==> src/rtl/times_table_writer.sv <==
// Fill engine for the 8x8 times-table RAM: walks every {a,b} address in a-major order
// and writes a*b, building each product by repeated addition of a.
module times_table_writer #(
    parameter int OP_W   = 3,
    parameter int ADDR_W = 2 * OP_W,
    parameter int DATA_W = 2 * OP_W
) (
    input  logic              clk,
    input  logic              rst_n,
    input  logic              start,
    input  logic              wr_ready,
    output logic              wr_en,
    output logic [ADDR_W-1:0] wr_addr,
    output logic [DATA_W-1:0] wr_data,
    output logic              busy,
    output logic              done,
    output logic [1:0]        dbg_state
);

    // Write port handshake: wr_en/wr_addr/wr_data stay stable until an edge with
    // wr_en=1 and wr_ready=1; that edge is the accept and the next entry follows.
    typedef enum logic [1:0] {
        IDLE  = 2'd0,
        WRITE = 2'd1,
        DONE  = 2'd2
    } state_t;

    localparam logic [OP_W-1:0] OP_MAX = '1;

    state_t            state_q, state_d;
    logic [OP_W-1:0]   a_q, a_d;
    logic [OP_W-1:0]   b_q, b_d;
    logic [DATA_W-1:0] acc_q, acc_d;
    logic              wr_en_q, wr_en_d;
    logic              busy_q, busy_d;
    logic              done_q, done_d;

    always_comb begin
        state_d = state_q;
        a_d     = a_q;
        b_d     = b_q;
        acc_d   = acc_q;
        wr_en_d = wr_en_q;
        busy_d  = busy_q;
        done_d  = done_q;

        case (state_q)
            IDLE, DONE: begin
                if (start) begin
                    state_d = WRITE;
                    a_d     = '0;
                    b_d     = '0;
                    acc_d   = '0;
                    wr_en_d = 1'b1;
                    busy_d  = 1'b1;
                    done_d  = 1'b0;
                end
            end
            WRITE: begin
                if (wr_ready) begin
                    if (b_q == OP_MAX) begin
                        // Row finished: acc restarts at 0*(a+1); a wraps to 0 after the last row.
                        b_d   = '0;
                        acc_d = '0;
                        a_d   = a_q + OP_W'(1);
                        if (a_q == OP_MAX) begin
                            state_d = DONE;
                            wr_en_d = 1'b0;
                            busy_d  = 1'b0;
                            done_d  = 1'b1;
                        end
                    end else begin
                        b_d   = b_q + OP_W'(1);
                        acc_d = acc_q + DATA_W'(a_q);
                    end
                end
            end
            default: begin
                state_d = IDLE;
                wr_en_d = 1'b0;
                busy_d  = 1'b0;
                done_d  = 1'b0;
            end
        endcase
    end

    always_ff @(posedge clk) begin
        if (!rst_n) begin
            state_q <= IDLE;
            a_q     <= '0;
            b_q     <= '0;
            acc_q   <= '0;
            wr_en_q <= 1'b0;
            busy_q  <= 1'b0;
            done_q  <= 1'b0;
        end else begin
            state_q <= state_d;
            a_q     <= a_d;
            b_q     <= b_d;
            acc_q   <= acc_d;
            wr_en_q <= wr_en_d;
            busy_q  <= busy_d;
            done_q  <= done_d;
        end
    end

    assign wr_en     = wr_en_q;
    assign wr_addr   = ADDR_W'({a_q, b_q});
    assign wr_data   = acc_q;
    assign busy      = busy_q;
    assign done      = done_q;
    assign dbg_state = state_q;

endmodule

==> config.mk <==
export PLATFORM = sky130hd
export DESIGN_NAME = times_table_writer
export DESIGN_NICKNAME = d
export VERILOG_FILES = /design/src/rtl/times_table_writer.sv
export SDC_FILE = /design/constraint.sdc
export NUM_CORES = 1
export LEC_CHECK = 0
export BUFFER_PORTS_ARGS = -buffer_cell sky130_fd_sc_hd__buf_2
export CAP_MARGIN = 20
export CORE_MARGIN = 5
export CORE_UTILIZATION = 48
export CTS_BUF_LIST = sky130_fd_sc_hd__clkbuf_4 sky130_fd_sc_hd__clkbuf_8
export DETAILED_ROUTE_END_ITERATION = 8
export PLACE_DENSITY = 0.76
export REMOVE_ABC_BUFFERS = 1
export SLEW_MARGIN = 25
export SYNTH_ARGS = -nofsm -noshare
export SYNTH_HDL_FRONTEND = slang
export SYNTH_SLANG_ARGS = --single-unit
==> constraint.sdc <==
create_clock -name clk -period 1.5 [get_ports clk]
set_input_delay 0.15 -clock clk [delete_from_list [all_inputs] [get_ports clk]]
set_output_delay 0.15 -clock clk [all_outputs]
set_load 0.1 [all_outputs]
# Yosys cells after proc, flatten, opt, wreduce, memory -nomap -nowiden
# Cells that the tools add are included.
[word_totals]
reg_bits = 16
input_bits = 4
output_inout_bits = 17
elab_cells = 49
[op_classes]
addsub = 3
eq_ne = 8
mux = 26
reduce_logical = 6
[op_table]
columns = ["operator", "count"]
rows = [
  ["$mux W6", 3],
  ["$mux W3", 5],
  ["$pmux W3 S2", 2],
  ["$pmux W6 S2", 1],
  ["$mux W1", 8],
  ["$mux W2", 4],
  ["$ne A2 B2 Y1 const B", 4],
  ["$reduce_and A4 Y1", 2],
  ["$add A3 B1 Y3 const B", 2],
  ["$add A6 B3 Y6", 1],
  ["$eq A3 B3 Y1 const B", 2],
  ["$pmux W1 S2", 2],
  ["$pmux W2 S2", 1],
  ["$reduce_and A3 Y1", 1],
  ["$eq A2 B1 Y1 const B", 1],
  ["$eq A2 B2 Y1 const B", 1],
  ["$logic_not A2 Y1", 1],
  ["$reduce_bool A2 Y1", 1],
  ["$reduce_or A2 Y1", 1],
]

# Depth between registers and ports, before layout
[logic_depth]
ltp_word = 5
depth_mapped = 7
depth_no_buf = 6

# Least setup slack after synthesis
# No wires, ideal clock.
[synth_timing]
path_type = "flip-flop to flip-flop"
from = "register b_q[0]"
to = "register a_q[1]"
setup_ns = 0.118
arrival_time_ns = 2.058
t_required_ns = 1.382
setup_slack_ns = -0.676
stages_incl_launch_ff = 6
n_path_buf = 0
period_less_slack_ns = 2.176
path_cell_list = "dfxtp_1 -> ha_1 -> ha_1 -> nand4b_1 -> and3_1 -> a22o_1"
[synth_between]
elab_chain_cells = 3
[synth_lines]
columns = ["element", "line_no", "source"]
rows = [
  ["start: declaration", "32", "logic [OP_W-1:0] b_q, b_d;"],
  ["start signal: assignment", "91", "b_q <= '0;"],
  ["start signal: assignment", "99", "b_q <= b_d;"],
  ["$eq A3 B3 Y1", "61", "if (b_q == OP_MAX) begin"],
  ["$ne A2 B2 Y1 (no source line)", "-", ""],
  ["$reduce_and A4 Y1 (no source line)", "-", ""],
  ["end signal: assignment", "90", "a_q <= '0;"],
  ["end signal: assignment", "98", "a_q <= a_d;"],
  ["end: declaration", "31", "logic [OP_W-1:0] a_q, a_d;"],
]
# No other way between the ends.
# A chain may end at the register's enable or synchronous reset.

# Final worst setup path
[layout_timing]
from = "register b_q[0]"
to = "register acc_q[5], in the netlist wr_data[5]"
[layout_between]
elab_chain_cells = 4
[layout_lines]
columns = ["element", "line_no", "source"]
rows = [
  ["$eq A3 B3 Y1", "61", ""],
  ["$mux W6", "61", ""],
  ["$mux W6", "60", "if (wr_ready) begin"],
  ["$pmux W6 S2", "47", "case (state_q)"],
  ["end signal: assignment", "92", "acc_q <= '0;"],
  ["end signal: assignment", "100", "acc_q <= acc_d;"],
  ["end: declaration", "33", "logic [DATA_W-1:0] acc_q, acc_d;"],
]
# No other way between the ends. The select of a mux whose other input is x is not followed.

==> out/results.ini <==
[run_status]
outcome = complete, but fails checks
violations = negative setup slack

[sta]
max-slew-margin-rel_pct = 67.6
worst_slew_pin_slew_ns = 0.489
layout_setup_ws_ns = -0.0697
timing.final.crit_period_ns = 1.57
max_freq_mhz = 637
slew_viol_final = 0
setup-violations-final = 4
fin_crit_sh_pct = 105
final_hold_viol_count = 0
rsz0062_at_grt = true
setup_tns_ns = -0.135
timing.hold.ws_ns = 0.195
fin_skew_ns = 0.00151

[global_routing]
gr-usage-met3_pct = 4.96
grt_use_met1_pct = 20.1
grt_util_met2_pct = 31.3
grt_first_pass_wirelength_mm = 3.43
overflow = 0
grt_start_max_net_pins = 11
busiest_layer = met2
antenna_found_initial = 0
grt_pass1_vias = 789
track_usage_pct = 17.3

[floorplan]
die_area_um2 = 2640
die_h_um = 51.4
coreArea_um2 = 1670
io_pins = 21
initial_core_util_pct = 49.1
die_x_um = 51.4
fp-row-count = 15

[final_layout]
final_cell_mix = buf_2 (20), buf_4 (14), nand2_1 (11), a21oi_1 (9)
final_nets = 135
multiInputGateArea_um2 = 568
final.fill_count = 128
final_common_cell = buf_2
drive_above_1_share_pct = 51.6
antenna_cells = 0
seqCellArea_um2 = 318
area_growth_pct = 40.1

[place]
hpwl_mm = 1.41
portBuffers = 20
place_congestion = 0.737

[critical_path]
critPathBufInv = 0
arrival_ns = 1.80
cp_slowest_stage_delay_ns = 0.48
critPathSlowestCell = or4b_4
worst-r2r-setup-slack_ns = -0.07
cp_data_required_time_ns = 1.73
path_common_cell = ha_4
rr_startpoint = b_q[0]
start_kind = flop
path_class = flop to flop
cp_top_family = simple AND/OR/NAND/NOR gates
reg2reg_depth = 6
regToRegEndpoint = wr_data[5]
end_kind = flop
path_cells = ha_4 -> ha_4 -> nand4b_1 -> nand3_4 -> or4b_4 -> nand2_2
path_max_fanout = 2

[cts]
numCtsBuffers = 3
clock-sinks = 15
ctsRootBufferMaster = clkbuf_4
max-clock-path-buffers = 2
htreeDepth = 1
postCtsHoldBufs = 0
clk_pin_slew_worst_paths_ns = 0.09
cts_tree = yes
clk_latency_ns = 0.28

[detailed_routing]
dr.pass1.iters = 4
vias = 744
drt_wl_total_mm = 1.96
first_iter_violations = 26
drc = 0
vias_per_cell = 5.35
wl_per_cell_um = 14.1
antenna_left = 0

[yosys]
syn_area_per_cell_um2 = 9.22
ys_seq_elements = 15
synth_flop_cell = dfxtp_1
ys_seq_area_share_pct = 36.6
synth_area_um2 = 821
synth-edff-count = 0
netlist-cell-type-count = 31
yosysWarnings = 0
synthCells = 89
synthArstFlopShare_pct = 0

[hold_path]
hold-path-cell-count = 3
holdPathEnd = b_q[2]
hp-start = wr_ready
min_path_type = input pin to flop

[power_and_ir_drop]
powerDensity_nw_per_um2 = 728
power_leakage_uw = 0.000509
ir_drop_mv = 0.539

[flow_run]
drv_cap = 0

[state kept, by name (all words and copies together) (netlist names)]
name,flops
wr_data,6
a_q,3
dbg_state,2
busy,1
b_q,3
[Yosys cell counts (2+ instances only)]
| master | instances | area (µm²) |
|---|---|---|
| a21oi_1 | 10 | 50.1 |
| buf_4 | 2 | 15.0 |
| and3_1 | 2 | 12.5 |
| a22o_1 | 2 | 17.5 |
| nand3b_1 | 2 | 15.0 |
| nand3_1 | 2 | 10.0 |
| inv_1 | 2 | 7.51 |
| nand4b_1 | 2 | 17.5 |
| nand2_1 | 12 | 45.0 |
| nor2_1 | 8 | 30.0 |
| a22oi_1 | 2 | 15.0 |
| dfxtp_1 | 15 | 300 |
| ha_1 | 7 | 87.6 |
| xnor2_1 | 4 | 35.0 |
[metrics by stage]
step	setup slack, ns	std cells	utilization [%]	power, µW	area [µm²]
5_1_grt	-0.124	139	68.8	876	1150
2_1_floorplan	-1.20	84	-	543	776
3_5_place_dp	-0.125	132	58.7	587	980
6_report	-0.0697	139	68.8	837	1150
3_3_place_gp	-0.0578	132	58.7	585	980
4_1_cts	-0.00821	137	66.2	833	1110
[power breakdown]
group | leakage (µW) | switching (µW) | internal (µW) | total, µW
Sequential | 0.000126 | 8.21 | 403 | 411
Combinational | 0.000364 | 130 | 46.4 | 176
Clock | 0.0000184 | 128 | 121 | 249
[layer usage]
layer / vias up / part of all wire, %
li1: 374 / -
met1: 349 / 45
met2: 17 / 49
met3: 4 / 4.3
met4: 0 / 1.2
met5: - / 0
[worst max-delay path by stage]
| stage | start | endpoint | depth (start not counted) |
|---|---|---|---|
| after global routing | b_q[0] | wr_data[5] | 6 |
| after global placement | b_q[0] | wr_data[5] | 6 |
| after detailed placement | b_q[0] | wr_data[5] | 6 |
| final | b_q[0] | wr_data[5] | 6 |
| after floorplan | dbg_state[1] | wr_data[5] | 4 |
| after CTS | a_q[2] | wr_data[5] | 5 |
[cell families after synthesis]
family / after synthesis / share of synthesized area [%]
compound gates: 18 / 13.7
xor+xnor: 5 / 5.34
fa+ha+maj: 8 / 13.1
buf+inv: 7 / 6.40
flops: 15 / 36.6
simple gates: 36 / 24.8
[timing repair]
item / CTS / global route
pin swaps: 1 / 5
gates resized for setup: 20 / 10
setup endpoints to repair: 5 / 8
gates cloned: 0 / 0
setup buffers: 1 / 2
[layout make-up]
| cell class | instances | share of cell area (%) |
|---|---|---|
| timing repair buffer | 34 | 17.8 |
| sequential | 15 | 27.6 |
| multi-input combinational | 67 | 49.4 |
| clock buffer | 4 | 2.61 |
| inverter | 2 | 0.653 |
| tap | 17 | 1.85 |
[worst reg2reg max path, stage by stage (launching register included)]
cell	delay, ns
dfxtp_4	0.36
ha_4	0.16
ha_4	0.15
nand4b_1	0.19
nand3_4	0.09
or4b_4	0.48
nand2_2	0.08
No activity file was read; power rests on OpenSTA's default activity.
